`config.mk`:
```
export PLATFORM = sky130hd
export DESIGN_NAME = c_mutex_split2_sync
export DESIGN_NICKNAME = d
export VERILOG_FILES = /design/src/rtl/c_mutex_split2_sync.sv
export SDC_FILE = /design/constraint.sdc
export NUM_CORES = 1
export LEC_CHECK = 0
export CORE_MARGIN = 2
export CORE_UTILIZATION = 49
export CTS_CLUSTER_SIZE = 30
export DETAILED_ROUTE_END_ITERATION = 10
export PLACE_DENSITY = 0.85
export REMOVE_ABC_BUFFERS = 1
export SKIP_CTS_REPAIR_TIMING = 1
export SLEW_MARGIN = 25
export SYNTH_ARGS = -nofsm -noshare
export SYNTH_HDL_FRONTEND = slang
export SYNTH_SLANG_ARGS = --single-unit
```
`constraint.sdc`:
```
create_clock -name clk -period 5.2 [get_ports clk]
set_input_delay 0.52 -clock clk [delete_from_list [all_inputs] [get_ports clk]]
set_output_delay 0.52 -clock clk [all_outputs]
set_load 0.05 [all_outputs]
```
`src/rtl/c_mutex_split2_sync.sv`:
```
// -----------------------------------------------------------------------------
// c_mutex_split2_sync
//
// Two-way split mutex. One upstream requester hands a payload to one of two
// downstream branches and waits until that branch releases it before the
// upstream side is released. Only one transaction can be in flight at a time.
//
// Parameters
//   DATA_W     payload width
//   FREE_DELAY cycles from an accepted branch release to o_free (1..15)
//   CNT_W      width of the per-branch completed-transaction counters
//
// Ports
//   clk, rst             clock and synchronous active-high reset
//   i_drive/i_sel/i_data upstream request pulse, branch select and payload
//   o_free               upstream release pulse
//   o_drive0/o_drive1    branch request pulses (one cycle after acceptance)
//   o_data0/o_data1      branch payloads, held from o_driveN until o_free
//   i_free0/i_free1      branch release pulses
//   o_busy               high whenever a transaction is in flight
//   o_err                sticky protocol-violation flag, cleared only by rst
//   o_cnt0/o_cnt1        completed transactions per branch (wrapping)
// -----------------------------------------------------------------------------
module c_mutex_split2_sync #(
  parameter int DATA_W     = 32,
  parameter int FREE_DELAY = 1,
  parameter int CNT_W      = 16
) (
  input  logic              clk,
  input  logic              rst,
  input  logic              i_drive,
  input  logic              i_sel,
  input  logic [DATA_W-1:0] i_data,
  output logic              o_free,
  output logic              o_drive0,
  output logic              o_drive1,
  output logic [DATA_W-1:0] o_data0,
  output logic [DATA_W-1:0] o_data1,
  input  logic              i_free0,
  input  logic              i_free1,
  output logic              o_busy,
  output logic              o_err,
  output logic [CNT_W-1:0]  o_cnt0,
  output logic [CNT_W-1:0]  o_cnt1
);

  typedef enum logic [1:0] {
    IDLE  = 2'd0,
    WAIT0 = 2'd1,
    WAIT1 = 2'd2,
    REL   = 2'd3
  } state_t;

  // REL lasts FREE_DELAY-1 cycles; the countdown is loaded so that it hits
  // zero in the last REL cycle, which then schedules o_free.
  localparam logic [3:0] REL_LOAD = 4'((FREE_DELAY > 1) ? (FREE_DELAY - 2) : 0);

  state_t     state_q, state_d;
  logic [3:0] rel_q, rel_d;
  logic       drive_accept;
  logic       free_accept0;
  logic       free_accept1;
  logic       free_pulse_d;
  logic       err_event;

  // State register together with the registered output pulses, payload
  // latches, counters and the sticky error flag. Reset wins over everything.
  always_ff @(posedge clk) begin
    if (rst) begin
      state_q  <= IDLE;
      rel_q    <= '0;
      o_drive0 <= 1'b0;
      o_drive1 <= 1'b0;
      o_free   <= 1'b0;
      o_err    <= 1'b0;
      o_data0  <= '0;
      o_data1  <= '0;
      o_cnt0   <= '0;
      o_cnt1   <= '0;
    end else begin
      state_q  <= state_d;
      rel_q    <= rel_d;
      o_drive0 <= drive_accept & ~i_sel;
      o_drive1 <= drive_accept & i_sel;
      o_free   <= free_pulse_d;
      if (err_event)
        o_err <= 1'b1;
      if (drive_accept && !i_sel)
        o_data0 <= i_data;
      if (drive_accept && i_sel)
        o_data1 <= i_data;
      if (free_accept0)
        o_cnt0 <= o_cnt0 + CNT_W'(1);
      if (free_accept1)
        o_cnt1 <= o_cnt1 + CNT_W'(1);
    end
  end

  // Next-state logic. Any request or release that the current state cannot
  // take is dropped and only raises the error flag.
  always_comb begin
    state_d      = state_q;
    rel_d        = rel_q;
    drive_accept = 1'b0;
    free_accept0 = 1'b0;
    free_accept1 = 1'b0;
    free_pulse_d = 1'b0;
    err_event    = 1'b0;
    case (state_q)
      IDLE: begin
        if (i_free0 || i_free1)
          err_event = 1'b1;
        if (i_drive) begin
          drive_accept = 1'b1;
          state_d      = i_sel ? WAIT1 : WAIT0;
        end
      end
      WAIT0: begin
        if (i_drive || i_free1)
          err_event = 1'b1;
        if (i_free0) begin
          free_accept0 = 1'b1;
          if (FREE_DELAY == 1) begin
            state_d      = IDLE;
            free_pulse_d = 1'b1;
          end else begin
            state_d = REL;
            rel_d   = REL_LOAD;
          end
        end
      end
      WAIT1: begin
        if (i_drive || i_free0)
          err_event = 1'b1;
        if (i_free1) begin
          free_accept1 = 1'b1;
          if (FREE_DELAY == 1) begin
            state_d      = IDLE;
            free_pulse_d = 1'b1;
          end else begin
            state_d = REL;
            rel_d   = REL_LOAD;
          end
        end
      end
      REL: begin
        if (i_drive || i_free0 || i_free1)
          err_event = 1'b1;
        if (rel_q == 4'd0) begin
          state_d      = IDLE;
          free_pulse_d = 1'b1;
        end else begin
          rel_d = rel_q - 4'd1;
        end
      end
      default: state_d = IDLE;
    endcase
  end

  // Output decode from the current state.
  always_comb begin
    o_busy = (state_q != IDLE);
  end

endmodule
```
==> results.yml, run 1 <==
outcome:
  status: "finished clean"
synth:
  synth_mux_area_share_pct: 0.9741
  netlist_area_um2: 4110
  synth_cells: 496
  synth-seq-cells: 106
  synth_area_leader_cell: "dfxtp_1"
  post-synth-top-area-fraction_pct: 51.63
  synth.distinct_cells: 37
  synthSimpleGateAreaFrac_pct: 25.54
  yosysSeqAreaShare_pct: 51.63
  synth_fa_ha_area_share_pct: 0.9132
  synth.area.top_cells: "dfxtp_1 (52%), nand2_1 (13%), a21oi_1 (9.6%)"
  ys_warn_count: 0
  synth_compound_area_share_pct: 11.81
  syn_avg_cell_area_um2: 8.287
  synth-xor-area-share_pct: 4.901
  synth_top_family_by_area: "simple AND/OR/NAND/NOR gates"
detailed_routing:
  vias: 3801
  routed_via_density: 5.214
  drc: 0
  dr.pass1.iters: 4
  drt-wirelength-per-cell_um: 14.45
  drtIter0Drc: 157
  wl_um: 10530
  drt.antenna.violating_nets: 0
sta:
  setup_viol: 0
  clock_skew_ns: 0.01056
  rsz0062_at_grt: "no"
  hold_violations: 0
  fin_crit_sh_pct: 50.29
  maxSlewHeadroom_pct: 56.11
  tns_ns: 0
  period_needed_ns: 2.615
  fmax_mhz: 382.4
  final_max_slew_viol_count: 0
  tightest_slew_ns: 0.6583
power_and_ir_drop:
  swShare_pct: 28.62
  p_per_area_nw_per_um2: 286.5
  internal-power_mw: 1.175
  p_comb_share_pct: 16.2
  p_leak_nw: 1.992
  pwr-share-clk_pct: 31.7
  seqPwrFrac_pct: 52.1
  vdd_ir_drop_max_mv: 0.1979
  p_sw_uw: 471.2
global_routing:
  grt_pass1_wl_um: 16660
  grt_max_degree: 107
  antenna_found_initial: 0
  grt_pass1_vias: 3521
  overflow: 0
  grt.total_usage_pct: 23.05
worst_setup_path:
  max_stage_delay_ns: 0.82
  crit_path_top_delay_cell: "clkdlybuf4s50_1"
  worstPathRequired_ns: 4.68
  crit_type: "reg2out"
  crit_family: "buffers and inverters"
  endpoint_kind: "output pin"
  crit_chain: "nor2_1, inv_1, clkdlybuf4s50_1"
  start_kind: "flop"
  crit_fanout: 12
  critical_path_buf_inv_count: 2
  crit_arrival_ns: 2.10
floorplan:
  ioPinCount: 139
  die_w_um: 95.59
  die_y_um: 95.59
  rows: 33
  initial_core_util_pct: 50.28
  die-area_um2: 9136
  core_region_area_um2: 8175
placed_design:
  place.gp.congestion: 0.7953
  dp_hpwl_um: 7163
  portBuffers: 138
layout:
  postLayoutCoreUtil_pct: 70.28
  nets: 660
  area_growth_pct: 39.79
  drive_gt1_share_pct: 4.647
  diodes: 0
hold_path:
  hp-class: "reg2reg"
clocking:
  numCtsBuffers: 9
  cts_buffer_depth: 2
  cts_sinks: 106
  clk_latency_ns: 0.34
  cts_tree: "yes"
  cts_root_buffer: "clkbuf_8"
  clk_pin_slew_ns: 0.10
  htree_levels: 3
job:
  max-cap-violations: 0
Yosys cell counts:
cell type,instances
nand2_1,141
dfxtp_1,106
a21oi_1,79
nor2_1,34
clkbuf_1,23
xnor2_1,13
nand3_1,10
xor2_1,10
nand4_1,8
inv_1,7
o21ai_0,7
nor3_1,6
or3_1,6
nor4_1,5
mux2i_1,4
or4_1,4
and3_1,3
buf_2,3
ha_1,3
o31ai_1,3
a211oi_1,2
and4_1,2
clkbuf_8,2
nand3b_1,2
a31o_2,1
and3b_1,1
buf_4,1
buf_6,1
nand4_2,1
nand4_4,1
nand4b_4,1
nor2b_1,1
nor3b_1,1
nor4b_2,1
o2111ai_1,1
or2_2,1
or4_4,1
layout by cell type, fill, tap and decap left out, types with 2 or more instances in the layout:
| cell | instances |
|---|---|
| clkdlybuf4s50_1 | 137 |
| a211oi_1 | 2 |
| nor3_1 | 6 |
| or4_1 | 4 |
| dfxtp_1 | 106 |
| nor4_1 | 5 |
| and4_1 | 2 |
| nor2_1 | 34 |
| inv_1 | 7 |
| mux2i_1 | 4 |
| xnor2_1 | 13 |
| nand4_1 | 8 |
| xor2_1 | 10 |
| o31ai_1 | 3 |
| nand3b_1 | 2 |
| a21oi_1 | 79 |
| buf_4 | 4 |
| nand3_1 | 10 |
| and3_1 | 2 |
| clkinv_4 | 3 |
| clkbuf_8 | 10 |
| nand2_1 | 141 |
| o21ai_0 | 7 |
| or3_1 | 6 |
| ha_1 | 3 |
per-stage QoR:
stage	hold slack, ns	cells	cell area, µm²	total power, mW	setup slack [ns]
after floorplan	0.4647	466	3963	1.019	2.965
after global placement	0.4408	712	5504	1.136	2.738
after detailed placement	0.4456	712	5505	1.141	2.701
after CTS	0.4608	728	5718	1.654	2.572
after global routing	0.4846	729	5746	1.714	2.493
final	0.4606	729	5746	1.646	2.585
sequential cells by signal (all words and copies together), names as in the netlist:
name	count
o_err	1
o_free	1
o_drive1	1
state_q	2
o_drive0	1
o_cnt0	16
o_cnt1	16
o_data0	32
rel_q	4
o_data1	32
kinds of logic after synthesis:
group / count (synthesis)
compound gates: 93
buf+inv: 37
simple gates: 230
fa+ha+maj: 3
mux: 4
xor+xnor: 23
flops: 106
area by class of cell:
cell class,instances,area [µm²]
multi-input combinational,353,1824
clock buffer,10,137.6
timing repair buffer,142,1429
inverter,7,26.28
fill,612,2430
tap,105,131.4
clock inverter,6,75.07
sequential,106,2122
power groups by stage:
stage | combinational (mW) | clock [mW] | sequential [mW]
CTS | 0.265 | 0.531 | 0.858
finish | 0.267 | 0.521 | 0.858
detailed placement | 0.264 | 0 | 0.877
global route | 0.283 | 0.569 | 0.862
floorplan | 0.0535 | 0 | 0.966
global placement | 0.260 | 0 | 0.875
worst paths after layout:
path | to | cells past startpoint | slack [ns] | startpoint
worst max-delay path | o_busy | 3 | 2.58 | state_q[0]
worst min-delay path | o_data0[19] | 2 | 0.46 | o_data0[19]
worst max register to register | o_cnt1[15] | 4 | 2.92 | state_q[1]
worst min register to register | o_data0[19] | 2 | 0.46 | o_data0[19]
routing by layer:
layer	global-route usage [%]	vias up	part of all wire, %
met5	0	-	0
met3	5.059	12	6.3
met1	28.17	1766	42
met2	40.21	118	50
li1	-	1905	-
met4	7.381	0	1.7
worst reg2reg max path: stages, from the launching register on:
cell      delay (ns)
dfxtp_1         0.65
nand3b_1        0.40
or4_4           0.67
or3_1           0.35
a21oi_1         0.14
No activity file was read; power rests on OpenSTA's default activity.
==> inputs of run 2 (changes only) <==
- CORE_UTILIZATION: 49 -> 45
- PLACE_DENSITY: 0.85 -> 0.79
- clock period: 5.2 -> 2.6 ns (I/O delays scaled with it)
==> run 2 against run 1 <==
Utilization down 5.1 points. Global-route usage down 0.69 points. Via count up 1.1%. Clock skew up 0.0026 ns. Critical path type unchanged. Largest cell class unchanged. Largest power group unchanged.
==> results.yml, run 2 (synthesized netlist as in run 1, its figures left out) <==
outcome:
  status: "finished clean"
power_and_ir_drop:
  vdd_ir_drop_max_mv: 0.3756
  p_per_area_nw_per_um2: 552.3
  finalPower_mw: 3.168
  p_leak_nw: 1.987
worst_setup_path:
  crit_arrival_ns: 2.09
  max_stage_delay_ns: 0.80
  worstPathRequired_ns: 2.34
  r2r-end: "o_cnt1[15]"
  crit_fanout: 12
  crit_path_top_delay_cell: "clkdlybuf4s50_1"
  r2r_cells: 4
  crit_family: "buffers and inverters"
  critical_path_buf_inv_count: 2
  r2r-start: "state_q[1]"
  start_kind: "flop"
  rrSetupSlack_ns: 0.58
  crit_chain: "nor2_1, inv_1, clkdlybuf4s50_1"
  endpoint_kind: "output pin"
  crit_type: "reg2out"
layout:
  final_area_um2: 5737
  drive_gt1_share_pct: 4.785
  area_growth_pct: 39.57
  final_cell_mix: "nand2_1 (141), clkdlybuf4s50_1 (137), dfxtp_1 (106)"
  regArea_um2: 2122
  reg.largest.list: "o_data0 (32), o_data1 (32)"
  final_common_cell: "nand2_1"
  multi_input_area_um2: 1823
  diodes: 0
  nets: 663
  fillers: 760
clocking:
  clk_pin_slew_ns: 0.10
  cts_root_buffer: "clkbuf_8"
  cts_buffer_depth: 2
  numCtsBuffers: 9
  clk_latency_ns: 0.36
  cts_tree: "yes"
  cts_sinks: 106
  htree_levels: 3
floorplan:
  die-area_um2: 9914
  rows: 34
  ioPinCount: 139
  initial_core_util_pct: 46.68
  die_w_um: 99.57
  die_y_um: 99.57
  core_region_area_um2: 8806
global_routing:
  grt_pass1_vias: 3808
  antenna_found_initial: 0
  grt_pass1_wl_um: 18100
  overflow: 0
  grt_max_degree: 107
  grt.total_usage_pct: 22.36
hold_path:
  hold_depth: 2
  whs_endpoint: "o_cnt1[10]"
  hp-class: "in2reg"
  worst_hold_startpoint: "rst"
job:
  max-cap-violations: 0
sta:
  hold_violations: 0
  rsz0062_at_grt: "no"
  fmax_mhz: 425.2
  setup_viol: 0
  tns_ns: 0
  fin_crit_sh_pct: 90.46
  holdWs_ns: 0.3800
  worst_slack_ns: 0.2481
  maxSlewHeadroom_pct: 46.65
  final_max_slew_viol_count: 0
  tightest_slew_ns: 0.8003
  period_needed_ns: 2.352
  clock_skew_ns: 0.01319
detailed_routing:
  dr.pass1.iters: 4
  wl_um: 10840
  routed_via_density: 5.229
  drtIter0Drc: 212
  drc: 0
  drt.antenna.violating_nets: 0
  vias: 3843
  drt-wirelength-per-cell_um: 14.74
placed_design:
  dp_hpwl_um: 7457
  place.gp.congestion: 0.7814
  dpl_worst_slack_ns: 0.3545
  postPlaceCellArea_um2: 5563
  portBuffers: 138
[run 2: cell count changes in the layout (fill, tap and decap cells not counted), sizes merged]
cell	before	now
buf	5	8
clkinvlp	1	2
bufinv	1	0
[run 2: worst max-delay path by stage]
stage                from         end  slack (ns)  depth (start not counted)
4_1_cts        state_q[0]      o_busy        0.24                          3
6_report       state_q[0]      o_busy        0.25                          3
2_1_floorplan  state_q[0]  o_data0[0]        0.39                          3
3_3_place_gp      i_free1  o_cnt1[15]        0.41                          5
5_1_grt        state_q[0]      o_busy        0.12                          3
3_5_place_dp      i_free1  o_cnt1[15]        0.35                          5
[run 2: worst reg2reg max path, stage by stage, from the launching register on]
cell	delay (ns)
dfxtp_1	0.63
nand3b_1	0.20
or4_4	0.60
or3_1	0.36
a21oi_1	0.16
[run 2: report_power, final]
part / internal [mW] / total, mW / switching [mW]
clock network: 0.351 / 0.910 / 0.559
registers: 1.68 / 1.71 / 0.0357
logic: 0.193 / 0.545 / 0.352
[run 2: per-stage QoR]
stage          utilization, %  cells
2_1_floorplan               -    466
3_3_place_gp            63.17    719
3_5_place_dp            63.17    719
4_1_cts                 65.10    735
5_1_grt                 65.15    735
6_report                65.15    735
[run 2: area by class of cell]
| cell class | instances | area share (%) |
|---|---|---|
| well taps | 108 | 2.356 |
| clock buffers | 10 | 2.225 |
| clock inverters | 6 | 0.7415 |
| multi-input cells | 353 | 31.78 |
| inverters | 7 | 0.4580 |
| flip-flops and latches | 106 | 36.99 |
| repair buffers | 145 | 25.45 |
[run 2: metal layers]
metal | wire, µm | GRT usage, % | vias to the layer above
met5 | 0 | 0 | -
met4 | 93 | 5.058 | 0
met3 | 724 | 5.622 | 10
met2 | 5342 | 38.98 | 116
met1 | 4675 | 27.91 | 1814
li1 | - | - | 1903
==> inputs of run 3 (changes only) <==
- CTS_CLUSTER_DIAMETER: default -> 50
- PLACE_DENSITY: 0.79 -> default
- PLACE_DENSITY_LB_ADDON: default -> 0.3
==> run 3 against run 2 <==
Clock-buffer cell count grew 1. Register-to-register slack better by 0.06 ns. First-iteration DRC count decreased by 48%. Sequential cell count is the same. Hold slack got worse by 0.029 ns. Clock skew about the same. Final area barely moved. Fmax grew 0.70%. Global-route usage decreased by 1.3 points.
==> results.yml, run 3 (synthesized netlist as in run 1, its figures left out) <==
worst_setup_path:
  r2r-end: "o_cnt1[15]"
  start_kind: "flop"
  crit_fanout: 12
  max_stage_delay_ns: 0.80
  endpoint_kind: "output pin"
  crit_chain: "nor2_1, inv_1, clkdlybuf4s50_1"
  crit_type: "reg2out"
  crit_path_top_delay_cell: "clkdlybuf4s50_1"
  worstPathRequired_ns: 2.34
  r2r_cells: 4
  crit_arrival_ns: 2.08
  r2r-start: "state_q[1]"
  rrSetupSlack_ns: 0.64
clocking:
  cts_buffer_depth: 2
  cts_sinks: 106
  cts_root_buffer: "clkbuf_8"
  clk_latency_ns: 0.35
  cts_tree: "yes"
  numCtsBuffers: 9
  htree_levels: 3
  clk_pin_slew_ns: 0.10
sta:
  period_needed_ns: 2.335
  clock_skew_ns: 0.01277
  holdWs_ns: 0.3509
  final_max_slew_viol_count: 0
  setup_viol: 0
  fmax_mhz: 428.2
  tightest_slew_ns: 0.5504
  rsz0062_at_grt: "no"
  worst_slack_ns: 0.2645
  hold_violations: 0
  maxSlewHeadroom_pct: 63.19
  tns_ns: 0
  fin_crit_sh_pct: 89.83
layout:
  postLayoutCoreUtil_pct: 65.19
  multi_input_area_um2: 1823
  final_cell_mix: "nand2_1 (141), clkdlybuf4s50_1 (137), dfxtp_1 (106)"
  nets: 663
  final_common_cell: "nand2_1"
  drive_gt1_share_pct: 4.944
  fillers: 770
  diodes: 0
  area_growth_pct: 39.67
  regArea_um2: 2122
  reg.largest.list: "o_data0 (32), o_data1 (32)"
power_and_ir_drop:
  p_per_area_nw_per_um2: 558.9
  finalPower_mw: 3.208
  p_leak_nw: 1.995
  vdd_ir_drop_max_mv: 0.3366
hold_path:
  worst_hold_startpoint: "rst"
  whs_endpoint: "o_cnt1[12]"
  hold_depth: 2
  hp-class: "in2reg"
placed_design:
  portBuffers: 138
  place.gp.congestion: 0.8270
  dp_hpwl_um: 7386
  dpl_worst_slack_ns: 0.3937
global_routing:
  grt_max_degree: 62
  grt.total_usage_pct: 21.09
  antenna_found_initial: 0
  overflow: 0
  grt_pass1_vias: 3661
  grt_pass1_wl_um: 17060
detailed_routing:
  dr.pass1.iters: 6
  routed_via_density: 5.252
  drtIter0Drc: 110
  drt-wirelength-per-cell_um: 14.48
  wl_um: 10640
  drc: 0
  drt.antenna.violating_nets: 0
  vias: 3860
floorplan:
  die_y_um: 99.57
  core_region_area_um2: 8806
  initial_core_util_pct: 46.68
  rows: 34
  die_w_um: 99.57
  die-area_um2: 9914
  ioPinCount: 139
outcome:
  status: "finished clean"
job:
  max-cap-violations: 0
run 3: worst max-delay path by stage:
stage	start	endpoint	slack, ns	cells past startpoint
4_1_cts	state_q[0]	o_busy	0.24	3
3_3_place_gp	i_free1	o_cnt1[15]	0.43	5
3_5_place_dp	i_free1	o_cnt1[15]	0.39	5
5_1_grt	state_q[0]	o_busy	0.15	3
2_1_floorplan	state_q[0]	o_data0[0]	0.39	3
6_report	state_q[0]	o_busy	0.26	3
run 3: cell type report:
cell class                      instances  share of cell area [%]
Sequential cell                       106                   36.97
Multi-Input combinational cell        353                   31.76
Timing Repair Buffer                  145                   25.15
Clock buffer                           11                   2.637
Tap cell                              108                   2.354
Clock inverter                          5                  0.6757
Inverter                                7                  0.4577
run 3: power breakdown:
group / internal, mW / switching [mW] / leakage (nW)
Combinational: 0.188 / 0.349 / 1.04
Clock: 0.405 / 0.552 / 0.0955
Sequential: 1.68 / 0.0356 / 0.861
Total: 2.27 / 0.937 / 1.99
run 3: worst max-delay path, delay by kind of cell (launching register included):
kind	cells	cell delay, ns
DFF	1	0.68
and+or+nand+nor	1	0.17
buffers and inverters	2	0.88
run 3: layer usage:
layer,wire [µm],global-route usage [%],up-vias
met5,0,0,-
met4,47,5.585,0
met3,653,6.114,4
met2,5184,35.29,103
met1,4756,26.73,1845
li1,-,-,1908
run 3: stage by stage:
stage | cell area, µm² | std cells
floorplan | 3963 | 466
global placement | 5550 | 719
detailed placement | 5550 | 719
CTS | 5741 | 735
global route | 5741 | 735
finish | 5741 | 735
